===== config.mk =====
export PLATFORM = sky130hd
export DESIGN_NAME = key_input
export DESIGN_NICKNAME = d
export VERILOG_FILES = /design/src/rtl/key_pkg.sv /design/src/rtl/key_debounce.sv /design/src/rtl/key_input.sv
export SDC_FILE = /design/constraint.sdc
export NUM_CORES = 1
export LEC_CHECK = 0
export ABC_AREA = 0
export BUFFER_PORTS_ARGS = -buffer_cell sky130_fd_sc_hd__clkbuf_2
export CORE_UTILIZATION = 30
export DETAILED_ROUTE_END_ITERATION = 8
export PLACE_DENSITY = 0.56
export SYNTH_ARGS = -nofsm -noshare
export SYNTH_HDL_FRONTEND = slang
export SYNTH_SLANG_ARGS = --single-unit

===== constraint.sdc =====
create_clock -name clk -period 3.4 [get_ports clk]
set_input_delay 0.34 -clock clk [delete_from_list [all_inputs] [get_ports clk]]
set_output_delay 0.34 -clock clk [all_outputs]
set_load 0.01 [all_outputs]

===== src/rtl/key_pkg.sv =====
// Shared definitions for the push-button front end: step FSM states and key indices.
package key_pkg;

  typedef enum logic [1:0] {
    IDLE   = 2'd0,
    ARMED  = 2'd1,
    DELAY  = 2'd2,
    REPEAT = 2'd3
  } step_state_e;

  localparam int NUM_KEYS  = 3;
  localparam int KEY_RIGHT = 0;
  localparam int KEY_DOWN  = 1;
  localparam int KEY_LEFT  = 2;

endpackage


===== src/rtl/key_debounce.sv =====
// One button: 2-flop synchronizer, registered active-high level, stability counter,
// debounced level and a one-cycle press pulse.
module key_debounce
  import key_pkg::*;
#(
  parameter int DEBOUNCE_CYCLES = 50000,
  parameter int CNT_W           = 16
) (
  input  logic clk,
  input  logic rst,
  input  logic key_n,
  output logic key_down,
  output logic key_press
);

  localparam logic [CNT_W-1:0] CNT_LAST = CNT_W'(DEBOUNCE_CYCLES - 1);

  logic             sync1_q, sync1_d;
  logic             sync2_q, sync2_d;
  logic             level_q, level_d;
  logic [CNT_W-1:0] cnt_q, cnt_d;
  logic             key_down_q, key_down_d;
  logic             key_press_q, key_press_d;

  // NOTE: every always_comb output gets a default first, so no path can infer a latch.
  always_comb begin
    sync1_d     = key_n;
    sync2_d     = sync1_q;
    level_d     = ~sync2_q;
    cnt_d       = '0;
    key_down_d  = key_down_q;
    key_press_d = 1'b0;
    if (level_q != key_down_q) begin
      if (cnt_q == CNT_LAST) begin
        key_down_d  = level_q;
        key_press_d = level_q;
      end else begin
        cnt_d = cnt_q + 1'b1;
      end
    end
  end

  // NOTE: state registers use non-blocking assignments so all flops update from pre-edge values.
  always_ff @(posedge clk) begin
    if (!rst) begin
      sync1_q     <= 1'b1;
      sync2_q     <= 1'b1;
      level_q     <= 1'b0;
      cnt_q       <= '0;
      key_down_q  <= 1'b0;
      key_press_q <= 1'b0;
    end else begin
      sync1_q     <= sync1_d;
      sync2_q     <= sync2_d;
      level_q     <= level_d;
      cnt_q       <= cnt_d;
      key_down_q  <= key_down_d;
      key_press_q <= key_press_d;
    end
  end

  assign key_down  = key_down_q;
  assign key_press = key_press_q;

endmodule


===== src/rtl/key_input.sv =====
// Three debounced buttons, each feeding a press/hold/auto-repeat FSM that emits
// one-cycle step strobes aligned to frame boundaries.
module key_input
  import key_pkg::*;
#(
  parameter int DEBOUNCE_CYCLES = 50000,
  parameter int CNT_W           = 16,
  parameter int REPEAT_DELAY    = 8,
  parameter int REPEAT_PERIOD   = 1
) (
  input  logic                clk,
  input  logic                rst,
  input  logic [NUM_KEYS-1:0] key_n,
  input  logic                frame_tick,
  output logic [NUM_KEYS-1:0] keys,
  output logic [NUM_KEYS-1:0] key_down,
  output logic [NUM_KEYS-1:0] key_press
);

  localparam logic [7:0] DELAY_LOAD  = 8'(REPEAT_DELAY);
  localparam logic [7:0] PERIOD_LOAD = 8'(REPEAT_PERIOD);

  for (genvar g = 0; g < NUM_KEYS; g++) begin : g_deb
    key_debounce #(
      .DEBOUNCE_CYCLES(DEBOUNCE_CYCLES),
      .CNT_W          (CNT_W)
    ) u_deb (
      .clk      (clk),
      .rst      (rst),
      .key_n    (key_n[g]),
      .key_down (key_down[g]),
      .key_press(key_press[g])
    );
  end

  step_state_e         state_q [NUM_KEYS];
  step_state_e         state_d [NUM_KEYS];
  logic [7:0]          fcnt_q  [NUM_KEYS];
  logic [7:0]          fcnt_d  [NUM_KEYS];
  logic [NUM_KEYS-1:0] keys_q, keys_d;

  always_comb begin
    keys_d = '0;
    for (int i = 0; i < NUM_KEYS; i++) begin
      state_d[i] = state_q[i];
      fcnt_d[i]  = fcnt_q[i];
      // Release wins over a coincident frame_tick: no step on the way out.
      if (!key_down[i]) begin
        state_d[i] = IDLE;
        fcnt_d[i]  = '0;
      end else begin
        unique case (state_q[i])
          IDLE: if (key_press[i]) state_d[i] = ARMED;
          ARMED: if (frame_tick) begin
            keys_d[i]  = 1'b1;
            fcnt_d[i]  = DELAY_LOAD;
            state_d[i] = DELAY;
          end
          DELAY: if (frame_tick) begin
            if (fcnt_q[i] == 8'd1) begin
              keys_d[i]  = 1'b1;
              fcnt_d[i]  = PERIOD_LOAD;
              state_d[i] = REPEAT;
            end else begin
              fcnt_d[i] = fcnt_q[i] - 8'd1;
            end
          end
          REPEAT: if (frame_tick) begin
            if (fcnt_q[i] == 8'd1) begin
              keys_d[i] = 1'b1;
              fcnt_d[i] = PERIOD_LOAD;
            end else begin
              fcnt_d[i] = fcnt_q[i] - 8'd1;
            end
          end
          default: state_d[i] = IDLE;
        endcase
      end
    end
  end

  always_ff @(posedge clk) begin
    if (!rst) begin
      keys_q <= '0;
      for (int i = 0; i < NUM_KEYS; i++) begin
        state_q[i] <= IDLE;
        fcnt_q[i]  <= '0;
      end
    end else begin
      keys_q <= keys_d;
      for (int i = 0; i < NUM_KEYS; i++) begin
        state_q[i] <= state_d[i];
        fcnt_q[i]  <= fcnt_d[i];
      end
    end
  end

  assign keys = keys_q;

endmodule


==> results.sh, run 1 <==
export IMPL_synth_edff_count=0
export IMPL_antenna_cells=0
export IMPL_cp_arrival_ns=2.46
export IMPL_ys_types=48
export IMPL_fp_row_count=44
export IMPL_gp_congestion=0.792
export IMPL_grt_max_degree=31
export IMPL_ys_warnings_count=0
export IMPL_dr_pass1_iters=6
export IMPL_status="finished with violations"
export IMPL_synth_seq_cells=96
export IMPL_worst_hold_startpoint="key_n[0]"
export IMPL_hold_path_depth=2
export IMPL_r2r_cells=6
export IMPL_rsz0062_at_grt="no"
export IMPL_die_h_um=126
export IMPL_avgSynthCellArea_um2=8.86
export IMPL_start_util_pct=31.2
export IMPL_fill_cells=1472
export IMPL_cts_buffer_depth=2
export IMPL_synth_nets=545
export IMPL_drive_above_1_share_pct=7.39
export IMPL_antenna_found_initial=0
export IMPL_cap_violations=0
export IMPL_crit_required_ns=3.68
export IMPL_synthFlopType="dfxtp_1"
export IMPL_avgRoutedWirePerCell_um=11.9
export IMPL_die_area_um2=15800
export IMPL_grt_pass1_vias=3275
export IMPL_met3WireLength_um=199
export IMPL_end_kind="register"
export IMPL_cts_tree="built"
export IMPL_hp_class="primary input to register"
export IMPL_dp_hpwl_mm=6.00
export IMPL_startpoint="state_q[0][0]"
export IMPL_tightestPinTransition_ns=0.951
export IMPL_ctsResizeCount=0
export IMPL_crit_type="register to register"
export IMPL_vdd_ir_drop_max_uv=231
export IMPL_hold_viol_final=0
export IMPL_grt_pass1_wl_mm=14.7
export IMPL_wl_mm=8.46
export IMPL_setup_viol=0
export IMPL_wl_met2_mm=3.81
export IMPL_finalSetupTns_ns=0
export IMPL_clock_root_buffer="clkbuf_16"
export IMPL_grt_ovfl_total=0
export IMPL_netlist_area_um2=4580
export IMPL_cts_buffers=9
export IMPL_syn2layout_area_growth_pct=10.2
export IMPL_async_flop_share_pct=0
export IMPL_ios=15
export IMPL_relSlewSlack_pct=36.2
export IMPL_post_cts_buffers=0
export IMPL_place_area_um2=4780
export IMPL_cts_max_level=3
export IMPL_post_route_min_period_ns=2.18
export IMPL_cp_start_kind="register"
export IMPL_ys_seq_area_share_pct=42.0
export IMPL_synth_cells=517
export IMPL_grt_total_usage_pct=11.4
export IMPL_fin_area_um2=5050
export IMPL_wl_met1_mm=4.24
export IMPL_viasPerCell=4.94
export IMPL_vias=3520
export IMPL_core_area_um2=14700
export IMPL_fmax_mhz=459
export IMPL_powerDensity_nw_per_um2=414
export IMPL_insertion_delay_ns=0.35
export IMPL_r2r_start="state_q[0][0]"
export IMPL_cts_hold_buf=0
export IMPL_fp_dieW_um=126
export IMPL_top_layer="met4"
export IMPL_violations="DRC"
export IMPL_fin_skew_ns=0.00699
export IMPL_cts_sinks=96
export IMPL_nets=551
export IMPL_slew_viol_final=0
export IMPL_ant_nets=0
export IMPL_cts_reportedPaths_clkPinSlew_ns=0.07
export IMPL_power_leakage_nw=1.63
export IMPL_drt_iter0_drc=246
export IMPL_drc=2
export IMPL_io_buffers=14
export IMPL_crit_fanout=6
export IMPL_fin_crit_sh_pct=64.0
-- layout by cell type, fill, tap and decap left out, drive strengths merged, types with 15 or more instances in the layout --
cell type  netlist  layout
dfxtp           96      96
nor2            82      82
xnor2           30      30
inv             26      28
xor2            26      26
clkbuf          11      24
nand2           23      23
nand3           23      23
ha              22      22
nor4            22      22
a21oi           16      16
nor3            15      15
nand4           15      15
-- registers in the layout (all words and copies together), names as in the netlist --
name,count
g_deb.u_deb.sync1_q,3
fcnt_q,24
g_deb.u_deb.key_press,3
state_q,6
keys,3
g_deb.u_deb.cnt_q,48
g_deb.u_deb.sync2_q,3
g_deb.u_deb.level_q,3
g_deb.u_deb.key_down,3
-- worst paths after layout --
| path | to | slack (ns) |
|---|---|---|
| setup / recovery | fcnt_q[0][4] | 1.22 |
| hold / removal | g_deb[0].u_deb.sync1_q | 0.17 |
| setup reg to reg | fcnt_q[0][4] | 1.22 |
| hold reg to reg | g_deb[1].u_deb.level_q | 0.38 |
-- power breakdown --
part           total, mW  internal [mW]  leakage [nW]  switching [mW]
Combinational     0.0179        0.00660         0.727          0.0113
Clock              0.941          0.499         0.129           0.443
Sequential          1.13           1.13         0.775         0.00208
-- metrics by stage --
step	cells	setup slack (ns)	power, mW	hold WS (ns)	utilization, %
floorplan	517	1.47	1.17	0.367	-
global route	712	1.06	2.18	0.169	34.3
CTS	712	1.24	2.12	0.162	34.3
finish	712	1.22	2.09	0.170	34.3
global placement	696	1.34	1.17	0.369	32.5
detailed placement	696	1.25	1.18	0.374	32.5
-- kinds of logic (layout without fill, tap and decap cells) --
kind of cell | after synthesis | count (layout) | synth area share [%]
and+or+nand+nor | 228 | 228 | 26.0
DFF | 96 | 96 | 42.0
AOI/OAI and AO/OA | 63 | 63 | 9.40
xor gates and xnor gates | 56 | 56 | 10.7
buffers and inverters | 45 | 56 | 4.37
adders and majority gates | 22 | 22 | 6.01
muxes | 7 | 7 | 1.58
-- routing by layer --
metal | vias to the layer above | GRT usage (%)
met1 | 1646 | 14.1
met5 | - | 0
li1 | 1819 | -
met3 | 13 | 2.31
met2 | 42 | 18.5
met4 | 0 | 6.67
-- cells in the mapped netlist (2+ instances only) --
library cell / count / share of area, %
nor4_2: 3 / 0.82
nor4bb_1: 2 / 0.44
a211oi_1: 3 / 0.49
dfxtp_1: 96 / 42
o2111a_1: 3 / 0.74
nand4_1: 15 / 2.0
o211ai_1: 9 / 1.5
a21o_1: 4 / 0.66
a21oi_1: 16 / 1.7
ha_1: 22 / 6.0
a2bb2oi_1: 3 / 0.57
o22ai_1: 3 / 0.41
a21boi_0: 2 / 0.33
nor3_1: 15 / 1.6
nand2b_1: 7 / 0.96
nor4_1: 19 / 2.6
nand3b_1: 2 / 0.33
inv_1: 26 / 2.1
o21ai_0: 9 / 0.98
buf_4: 6 / 0.98
clkbuf_1: 11 / 0.90
or4bb_1: 2 / 0.49
nor2b_1: 8 / 1.1
mux2i_1: 5 / 1.1
nor4b_1: 2 / 0.38
nand2_1: 23 / 1.9
nor3b_1: 4 / 0.66
o31ai_1: 5 / 0.82
or3_1: 2 / 0.27
nand3_1: 22 / 2.4
o21bai_1: 3 / 0.49
or4_1: 6 / 0.98
and3_1: 7 / 0.96
xor2_1: 26 / 5.0
xnor2_1: 30 / 5.7
mux2_2: 2 / 0.49
nor2_1: 82 / 6.7
or2_2: 2 / 0.27
-- critical path: stages (launching register included) --
cell and delay [ns]:
dfxtp_1 0.38, inv_1 0.09, ha_1 0.25, nor4_2 0.54, o21ai_0 0.27, or4_1 0.43
a21oi_1 0.14
-- layout make-up --
type	count	area (um^2)	area share (%)
inverters	26	97.6	1.93
repair buffers	14	70.1	1.39
well taps	184	230	4.56
multi-input cells	376	2460	48.7
clock inverters	6	42.5	0.843
flip-flops and latches	96	1920	38.1
clock buffers	10	229	4.54
(Power assumes the default switching activity.)
==> run 2: changes to the inputs <==
--- a/config.mk
+++ b/config.mk
@@ -9,7 +9,7 @@
 export BUFFER_PORTS_ARGS = -buffer_cell sky130_fd_sc_hd__clkbuf_2
 export CORE_UTILIZATION = 30
 export DETAILED_ROUTE_END_ITERATION = 8
-export PLACE_DENSITY = 0.56
+export PLACE_DENSITY = 0.58
 export SYNTH_ARGS = -nofsm -noshare
 export SYNTH_HDL_FRONTEND = slang
 export SYNTH_SLANG_ARGS = --single-unit
==> constraint.sdc (replaced) <==
create_clock -name clk -period 1.87 [get_ports clk]
set_input_delay 0.187 -clock clk [delete_from_list [all_inputs] [get_ports clk]]
set_output_delay 0.187 -clock clk [all_outputs]
set_load 0.01 [all_outputs]
==> run 2 against run 1 <==
The run still ends with DRC left. Wire length rose by 5.7%. Clock power rose by 92%. Final area rose by 5.6%. First-iteration DRC count fell by 30%. Hold slack got worse by 0.14 ns. Count of clock-buffer cells in the layout fell by 1. Final cell count rose by 3.8%. Global-route usage rose by 0.72 points. Total power rose by 87%. Largest cell class unchanged. Highest routed layer unchanged.
==> results.sh, run 2 (same netlist as run 1, synthesis figures left out) <==
export IMPL_crit_required_ns=2.10
export IMPL_cp_cell_sequence="or4b_1 -> or4_4 -> nand3_2 -> nor2_1"
export IMPL_wl_met2_mm=4.21
export IMPL_relSlewSlack_pct=67.4
export IMPL_r2r_slack_ns=0.08
export IMPL_top_layer="met4"
export IMPL_hold_ws_ns=0.0266
export IMPL_final_cells=739
export IMPL_die_h_um=126
export IMPL_insertion_delay_ns=0.34
export IMPL_critPathSlowestCell="or4_4"
export IMPL_clock_root_buffer="clkbuf_16"
export IMPL_status="finished with violations"
export IMPL_cts_buffer_depth=2
export IMPL_syn2layout_area_growth_pct=16.4
export IMPL_grt_pass1_wl_mm=15.6
export IMPL_nets=579
export IMPL_viasPerCell=4.87
export IMPL_fin_area_um2=5330
export IMPL_crit_fanout=7
export IMPL_post_route_min_period_ns=1.79
export IMPL_fin_crit_sh_pct=95.7
export IMPL_place_area_um2=5000
export IMPL_ant_nets=0
export IMPL_cts_buffers=9
export IMPL_fp_dieW_um=126
export IMPL_tightestPinTransition_ns=0.485
export IMPL_cts_sinks=96
export IMPL_start_util_pct=31.2
export IMPL_cts_max_level=3
export IMPL_worst_hold_startpoint="key_n[1]"
export IMPL_crit_type="register to register"
export IMPL_drive_above_1_share_pct=13.7
export IMPL_vias=3602
export IMPL_met3WireLength_um=243
export IMPL_cap_violations=0
export IMPL_cts_reportedPaths_clkPinSlew_ns=0.07
export IMPL_vdd_ir_drop_max_uv=361
export IMPL_slowest_delay_ns=0.60
export IMPL_cp_start_kind="register"
export IMPL_worst_path_buf_inv=0
export IMPL_min_to="g_deb[1].u_deb.sync1_q"
export IMPL_core_area_um2=14700
export IMPL_final_cell_mix="dfxtp_1 (93), nor2_1 (81), xnor2_1 (30)"
export IMPL_die_area_um2=15800
export IMPL_powerDensity_nw_per_um2=733
export IMPL_wl_met1_mm=4.33
export IMPL_r2r_start="g_deb[1].u_deb.cnt_q[10]"
export IMPL_gp_congestion=0.815
export IMPL_finalPower_mw=3.91
export IMPL_path_delay_family="simple AND/OR/NAND/NOR gates"
export IMPL_grt_ovfl_total=0
export IMPL_rr_endpoint="g_deb[1].u_deb.cnt_q[11]"
export IMPL_antenna_cells=0
export IMPL_hold_path_depth=2
export IMPL_largest_reg_flops=48
export IMPL_crit_cells=4
export IMPL_fin_skew_ns=0.00566
export IMPL_top_regs="g_deb.u_deb.cnt_q x48, fcnt_q x24, state_q x6"
export IMPL_end_kind="register"
export IMPL_post_cts_buffers=0
export IMPL_avgRoutedWirePerCell_um=12.1
export IMPL_grt_total_usage_pct=12.1
export IMPL_violations="DRC"
export IMPL_dp_hpwl_mm=6.47
export IMPL_dr_pass1_iters=6
export IMPL_io_buffers=14
export IMPL_fmax_mhz=559
export IMPL_final_common_cell="dfxtp_1"
export IMPL_setup_viol=0
export IMPL_ios=15
export IMPL_drc=3
export IMPL_place_inst=723
export IMPL_fp_row_count=44
export IMPL_wl_mm=8.94
export IMPL_drt_iter0_drc=173
export IMPL_r2r_cells=4
export IMPL_cp_arrival_ns=2.02
export IMPL_power_leakage_nw=1.78
export IMPL_hold_viol_final=0
export IMPL_antenna_found_initial=0
export IMPL_fill_cells=1465
export IMPL_cts_tree="built"
export IMPL_grt_pass1_vias=3487
export IMPL_grt_max_degree=21
export IMPL_slew_viol_final=0
export IMPL_hp_class="primary input to register"
export IMPL_top_register="g_deb.u_deb.cnt_q"
==> run 2: cell types whose count changed in the layout (fill, tap and decap cells not counted), moves of 2 or more <==
cell,previous run,this run
nor4_4,0,2
ha_2,0,3
nor4_2,3,1
dfxtp_1,96,93
ha_1,22,19
buf_4,0,27
dfxtp_2,0,3
==> run 2: per-layer routing <==
| layer | vias up | GRT usage, % |
|---|---|---|
| li1 | 1871 | - |
| met3 | 11 | 3.25 |
| met4 | 0 | 4.81 |
| met1 | 1680 | 14.6 |
| met5 | - | 0 |
| met2 | 40 | 20.4 |
==> run 2: power by group <==
part	switching, mW	internal [mW]	leakage, nW
clock	0.777	1.04	0.142
sequential	0.00412	2.05	0.776
combinational	0.0225	0.0149	0.860
==> run 2: metrics by stage <==
step,setup WS (ns),util (%),setup TNS (ns)
final,0.0813,36.3,0
after detailed placement,0.00606,34.0,0
after CTS,0.0413,36.0,0
after global placement,0.0232,34.0,0
after floorplan,0.0198,-,0
after global routing,-0.00990,36.3,-0.0156
==> run 2: final cells by class <==
| type | instances | area [um^2] | share of cell area [%] |
|---|---|---|---|
| multi-input combinational | 377 | 2510 | 47.1 |
| sequential | 96 | 1930 | 36.1 |
| timing repair buffer | 41 | 273 | 5.12 |
| tap | 184 | 230 | 4.32 |
| clock buffer | 9 | 225 | 4.22 |
| inverter | 26 | 97.6 | 1.83 |
| clock inverter | 6 | 68.8 | 1.29 |
==> run 2: worst max-delay path by stage <==
stage,endpoint,start
after CTS,fcnt_q[0][4],state_q[0][0]
after detailed placement,g_deb[1].u_deb.cnt_q[14],g_deb[1].u_deb.cnt_q[10]
after floorplan,fcnt_q[0][4],state_q[0][0]
final,g_deb[1].u_deb.cnt_q[11],g_deb[1].u_deb.cnt_q[10]
after global placement,g_deb[1].u_deb.cnt_q[9],g_deb[1].u_deb.cnt_q[10]
after global routing,fcnt_q[0][12],state_q[0][2]
==> run 2: timing repair <==
| item | 4_1_cts | 5_1_grt |
|---|---|---|
| hold buffers | 0 | 0 |
| endpoints found under the setup margin | 5 | 29 |
| gates cloned | 0 | 1 |
| pin swaps | 0 | 3 |
| hold endpoints to repair | 0 | 0 |
| resized for setup | 1 | 10 |
